### config.mk
export PLATFORM = sky130hd
export DESIGN_NAME = led_activity_stretcher
export DESIGN_NICKNAME = d
export VERILOG_FILES = /design/src/rtl/led_activity_stretcher.sv
export SDC_FILE = /design/constraint.sdc
export NUM_CORES = 1
export LEC_CHECK = 0
export ABC_AREA = 1
export CORE_ASPECT_RATIO = 0.6
export CORE_MARGIN = 1.5
export CORE_UTILIZATION = 45
export CTS_BUF_LIST = sky130_fd_sc_hd__clkbuf_2 sky130_fd_sc_hd__clkbuf_4 sky130_fd_sc_hd__clkbuf_8
export DETAILED_ROUTE_END_ITERATION = 6
export PLACE_DENSITY_LB_ADDON = 0.08
export REMOVE_ABC_BUFFERS = 1
export SLEW_MARGIN = 5
export SYNTH_ARGS = -nofsm -noshare
export SYNTH_HDL_FRONTEND = slang
export SYNTH_SLANG_ARGS = --single-unit
### constraint.sdc
create_clock -name clk -period 3 [get_ports clk]
set_input_delay 0.6 -clock clk [delete_from_list [all_inputs] [get_ports clk]]
set_output_delay 0.6 -clock clk [all_outputs]
set_load 0.02 [all_outputs]
### src/rtl/led_activity_stretcher.sv
`default_nettype none
// ============================================================================
// Module   : led_activity_stretcher
// Purpose  : Stretches per-channel activity strobes into visible LED blinks
//            with a guaranteed off-gap, plus a lock-dependent heartbeat LED.
// Revision : 1.0 - initial release
// ============================================================================
module led_activity_stretcher #(
  parameter int N_CH      = 2,
  parameter int ON_TICKS  = 4,
  parameter int OFF_TICKS = 2
) (
  input  logic            clk,
  input  logic            rst_n,
  input  logic            d25,
  input  logic            d28,
  input  logic [N_CH-1:0] act,
  input  logic            locked,
  output logic [N_CH-1:0] led,
  output logic            hb,
  output logic            tick
);

  localparam logic [3:0] c_ON_CNT  = 4'(ON_TICKS);
  localparam logic [3:0] c_OFF_CNT = 4'(OFF_TICKS);

  typedef enum logic [1:0] {
    ST_IDLE = 2'd0,
    ST_ON   = 2'd1,
    ST_OFF  = 2'd2
  } state_t;

  logic d25_q;
  logic hb_q;

  // d25_q resets high so a divider output already high at release is not a tick.
  always_ff @(posedge clk) begin
    if (!rst_n) begin
      d25_q <= 1'b1;
      hb_q  <= 1'b0;
    end else begin
      d25_q <= d25;
      hb_q  <= locked ? d28 : d25;
    end
  end

  assign tick = d25 & ~d25_q;
  assign hb   = hb_q;

  for (genvar gi = 0; gi < N_CH; gi++) begin : g_ch
    state_t     state_q, state_d;
    logic [3:0] cnt_q, cnt_d;
    logic       pend_q, pend_d;
    logic       want_on;

    assign want_on = act[gi] | pend_q;

    always_comb begin
      state_d = state_q;
      cnt_d   = cnt_q;
      pend_d  = pend_q;
      case (state_q)
        ST_IDLE: begin
          if (want_on) begin
            state_d = ST_ON;
            cnt_d   = c_ON_CNT;
            pend_d  = 1'b0;
          end
        end
        ST_ON: begin
          if (act[gi]) pend_d = 1'b1;
          if (tick) begin
            if (cnt_q == 4'd1) begin
              state_d = ST_OFF;
              cnt_d   = c_OFF_CNT;
            end else begin
              cnt_d = cnt_q - 4'd1;
            end
          end
        end
        ST_OFF: begin
          if (act[gi]) pend_d = 1'b1;
          if (tick) begin
            if (cnt_q == 4'd1) begin
              // Pending activity restarts the blink directly, skipping IDLE.
              if (want_on) begin
                state_d = ST_ON;
                cnt_d   = c_ON_CNT;
                pend_d  = 1'b0;
              end else begin
                state_d = ST_IDLE;
                cnt_d   = 4'd0;
              end
            end else begin
              cnt_d = cnt_q - 4'd1;
            end
          end
        end
        default: begin
          state_d = ST_IDLE;
          cnt_d   = 4'd0;
          pend_d  = 1'b0;
        end
      endcase
    end

    always_ff @(posedge clk) begin
      if (!rst_n) begin
        state_q <= ST_IDLE;
        cnt_q   <= 4'd0;
        pend_q  <= 1'b0;
      end else begin
        state_q <= state_d;
        cnt_q   <= cnt_d;
        pend_q  <= pend_d;
      end
    end

    assign led[gi] = (state_q == ST_ON);
  end

endmodule
`default_nettype wire

==> metrics.yaml, run 1 <==
clk_pin_slew_ps: 60
clock_skew_ps: 3.46
cts_tree: "done"
gp_congestion: 0.795
antenna_found_initial: 0
vias_per_cell: 4.84
ys_ff_latch: 16
ant_nets: 0
numCtsBuffers: 3
drc: 0
max_freq_mhz: 397
ys_async_sr_fraction_pct: 0
finalCriticalPeriod_ps: 2520
setup_viol: 0
ys.flop_type: "dfxtp_1"
initial_core_util_pct: 50.5
run_status: "finished, final reports clean"
cts_hold_buf: 0
grt_use_total_pct: 18.0
finalInstanceArea_mm2: 0.00134
worst_slew_pin_slew_ps: 365
rsz0062_at_grt: "no"
clkPwrFrac_pct: 15.3
final_layout_size_suffix_gt1_share_pct: 23.5
cts-htree-levels: 1
firstDrtPassIters: 4
comb_power_share_pct: 59.7
placed_cell_area_mm2: 0.00129
required_ps: 2400
grt_pass1_wl_mm: 3.84
die_area_mm2: 0.00290
post_cts_buffers: 0
hold_class: "reg2reg"
die_w_um: 68.5
rows: 13
worstPathMaxFanout: 4
clockBufferDepth: 2
startpoint_type: "input port"
dp_hpwl_mm: 1.80
drv_slew: 0
cts-resized-gates: 0
grt_overflow: 0
yosysWarnings: 0
arrival_ps: 1920
p_switching_uw: 603
leakagePower_nw: 0.616
tns_ps: 0
hold_violations: 0
seqPwrFrac_pct: 25.0
syn_avg_cell_area_um2: 7.56
finalNonFillerCells: 196
grt_max_degree: 11
synth_edf_count: 0
numPortBuffers: 10
placed_cells: 192
ios: 11
routed-via-count: 949
area_growth_syn_to_layout_pct: 16.0
synth_common_cells: "nand2_1 (25), inv_1 (23), dfxtp_1 (16)"
n_antenna_cell: 0
max_slew_margin_pct: 75.5
whs_ps: 463
syn_inst: 153
peakVddDrop_v: 0.000426
synth_cell_types: 27
fp.dieH_um: 42.3
yosysTopAreaCell: "dfxtp_1"
powerDensity_mw_per_mm2: 956
synth_area_mm2: 0.00116
drtIter0Drc: 70
p_int_uw: 680
nNetsFinal: 186
first_global_vias: 822
yosys.cell_count.top_type: "nand2_1"
yosysSeqAreaShare_pct: 27.7
wire_per_inst_um: 11.5
synth_top_area_share_pct: 27.7
critPathKind: "in2out"
clk_latency_ps: 250
cts-root-buf: "clkbuf_8"
cap_violations: 0
core_region_area_mm2: 0.00229
clkSinkCount: 16
switching_share_pct: 47.0
end_kind: "primary output"
period_share_pct: 84.0
synth.area.top_cells: "dfxtp_1 (28%), ha_1 (13%), nand2_1 (8.1%)"
routed_wl_mm: 2.25
==> cell families (layout without fill, tap and decap cells) <==
| logic type | count (synthesis) | in the layout | synth area share (%) |
|---|---|---|---|
| xor gates and xnor gates | 2 | 2 | 1.51 |
| adders and majority gates | 12 | 12 | 13.0 |
| AOI/OAI and AO/OA | 23 | 23 | 11.9 |
| and+or+nand+nor | 68 | 68 | 34.7 |
| buffers and inverters | 32 | 45 | 11.2 |
| DFF | 16 | 16 | 27.7 |
==> worst max-delay path: stages <==
cell,delay (ps)
clkdlybuf4s50_1,490
nand2_2,110
inv_1,110
clkdlybuf4s50_1,610
==> per-stage QoR <==
| step | utilization, % | setup WS, ps | total power [mW] |
|---|---|---|---|
| 2_1_floorplan | - | 1560 | 0.938 |
| 3_3_place_gp | 56.1 | 517 | 1.08 |
| 3_5_place_dp | 56.1 | 492 | 1.09 |
| 4_1_cts | 58.5 | 485 | 1.29 |
| 5_1_grt | 58.5 | 454 | 1.41 |
| 6_report | 58.5 | 479 | 1.28 |
==> cell usage in the layout (no fill, tap or decap), drive strengths merged <==
master and n:
nand2 40, inv 29, dfxtp 16, nand3 16
a21oi 13, ha 12, clkdlybuf4s50 10, nor2 10
o21ai 8, clkbuf 4, xnor2 1, clkinv 1
nand4 1, a31oi 1, nor3 1, xor2 1
a211oi 1, buf 1
==> per-layer routing <==
metal	routed length (µm)	GRT usage, %	part of all wire, %
met1	1290	28.7	58
met2	846	22.7	38
met3	97	6.72	4.3
met4	8	2.40	0.36
met5	0	0	0
==> registers in the layout (all words and copies together), names as in the netlist <==
name,flops
g_ch.state_q,4
d25_q,1
g_ch.pend_q,2
g_ch.cnt_q,8
hb,1
==> power groups by stage <==
stage          clock network [mW]  logic (mW)  registers (mW)
2_1_floorplan                   0       0.623           0.315
3_3_place_gp                    0       0.759           0.322
3_5_place_dp                    0       0.763           0.325
4_1_cts                     0.200       0.768           0.322
5_1_grt                     0.216       0.868           0.330
6_report                    0.196       0.766           0.321
==> path summary, 6_finish.rpt <==
path | startpoint | to | slack, ps | depth (start not counted)
worst max-delay path | d25 | tick | 480 | 4
worst min-delay path | g_ch[0].cnt_q[1]$_SDFFE_PN0P_ | g_ch[0].cnt_q[1]$_SDFFE_PN0P_ | 460 | 2
worst max register to register | g_ch[0].state_q[1]$_SDFFE_PN0P_ | g_ch[0].state_q[0]$_SDFFE_PN0P_ | 1490 | 10
worst min register to register | g_ch[0].cnt_q[1]$_SDFFE_PN0P_ | g_ch[0].cnt_q[1]$_SDFFE_PN0P_ | 460 | 2
==> cell type report <==
class	count	area, µm²
clock buffer	4	55.1
fill	213	951
inverter	30	115
multi-input combinational	105	707
sequential	16	320
tap	30	37.5
timing repair buffer	11	108
Power figures use the tool's default switching activity.
==> inputs of run 2 (changes only) <==
==> constraint.sdc (replaced) <==
create_clock -name clk -period 2.3 [get_ports clk]
set_input_delay 0.46 -clock clk [delete_from_list [all_inputs] [get_ports clk]]
set_output_delay 0.46 -clock clk [all_outputs]
set_load 0.02 [all_outputs]
==> run 2 against run 1 <==
Net effect:
- clock-buffer cell count down 1
- sequential cell count unchanged
- largest cell class unchanged
- largest power group unchanged
- sequential share of layout area grew 0.11 points
- core utilization is 0.27 points lower
==> metrics.yaml, run 2 (same netlist as run 1, synthesis figures left out) <==
cap_violations: 0
top_regs: "g_ch.cnt_q (8), g_ch.state_q (4), g_ch.pend_q (2)"
fp.dieH_um: 42.3
max_freq_mhz: 464
ant_nets: 0
whs_ps: 465
worst_slack_ps: 146
max_slew_margin_pct: 76.9
final_layout_size_suffix_gt1_share_pct: 23.5
powerDensity_mw_per_mm2: 1220
placed_cells: 193
setup_viol: 0
routed_wl_mm: 2.23
core_region_area_mm2: 0.00229
initial_core_util_pct: 50.5
grt_overflow: 0
cts_hold_buf: 0
critPathKind: "in2out"
routed-via-count: 944
startpoint_type: "input port"
largest_reg_flops: 8
end_kind: "primary output"
die_w_um: 68.5
fill_cells: 219
post_cts_buffers: 0
firstDrtPassIters: 4
finalNonFillerCells: 196
worstHoldStart: "g_ch[1].cnt_q[1]$_SDFFE_PN0P_"
final_common_cell: "nand2_1"
hold_violations: 0
cts_tree: "done"
rsz0062_at_grt: "no"
ios: 11
period_share_pct: 93.6
worstReg2RegStart: "g_ch[0].state_q[1]$_SDFFE_PN0P_"
run_status: "finished, final reports clean"
placed_cell_area_mm2: 0.00129
grt_max_degree: 11
drc: 0
clkSinkCount: 16
finalInstanceArea_mm2: 0.00134
drv_slew: 0
numPortBuffers: 10
grt_pass1_wl_mm: 3.91
rows: 13
required_ps: 1840
leakagePower_nw: 0.613
worst_slew_pin_slew_ps: 344
numCtsBuffers: 3
die_area_mm2: 0.00290
cts-root-buf: "clkbuf_8"
hold_class: "reg2reg"
antenna_found_initial: 0
wire_per_inst_um: 11.4
tns_ps: 0
top_register: "g_ch.cnt_q"
vias_per_cell: 4.82
cts-htree-levels: 1
worstPathMaxFanout: 2
finalCriticalPeriod_ps: 2150
clockBufferDepth: 2
nNetsFinal: 187
clk_pin_slew_ps: 60
pre_cts_ws_ps: 139
first_global_vias: 892
arrival_ps: 1690
cts-resized-gates: 0
dp_hpwl_mm: 1.85
n_antenna_cell: 0
worstSetupStartpoint: "d25"
clock_skew_ps: 4.45
area_growth_syn_to_layout_pct: 15.5
clk_latency_ps: 250
grt_use_total_pct: 18.1
drtIter0Drc: 40
peakVddDrop_v: 0.000582
gp_congestion: 0.836
layout_common_cells: "nand2_1 (25), inv_1 (23), dfxtp_1 (16)"
[run 2: cell types whose count changed in the layout (fill, tap and decap cells not counted), sizes merged]
cell | before | now
buf | 1 | 2
clkbuf | 4 | 3
[run 2: per-stage QoR]
stage	power [mW]	utilization (%)
after floorplan	1.22	-
after global placement	1.41	56.5
after detailed placement	1.43	56.5
after CTS	1.64	58.3
after global routing	1.80	58.3
final	1.63	58.3
[run 2: path summary, 6_finish.rpt]
path	endpoint	slack (ps)	cells after the start
max reg2reg	g_ch[0].cnt_q[3]$_SDFFE_PN0P_	810	9
min reg2reg	g_ch[1].cnt_q[1]$_SDFFE_PN0P_	470	2
max	tick	150	4
min	g_ch[1].cnt_q[1]$_SDFFE_PN0P_	470	2
[run 2: layer usage]
metal	track usage (%)	wire, µm	vias to the layer above	share of wire (%)
met5	0	0	-	0
met4	2.40	14	0	0.63
met3	6.99	84	2	3.8
met2	25.0	877	10	39
met1	27.0	1250	424	56
li1	-	-	508	-
[run 2: worst max-delay path: stages]
cell and delay, ps:
clkdlybuf4s50_1 500, nand2_2 60, inv_1 70, clkdlybuf4s50_1 610
[run 2: cell type report]
cell class | count | area [µm²] | share of cell area, %
multi-input combinational | 105 | 707 | 52.9
timing repair buffer | 12 | 115 | 8.61
clock buffer | 3 | 41.3 | 3.09
inverter | 30 | 115 | 8.61
tap | 30 | 37.5 | 2.81
sequential | 16 | 320 | 24.0
[run 2: report_power, final]
part / total (mW) / switching, mW / internal [mW]
combinational: 0.998 / 0.615 / 0.383
sequential: 0.417 / 0.0636 / 0.353
clock: 0.211 / 0.0950 / 0.116
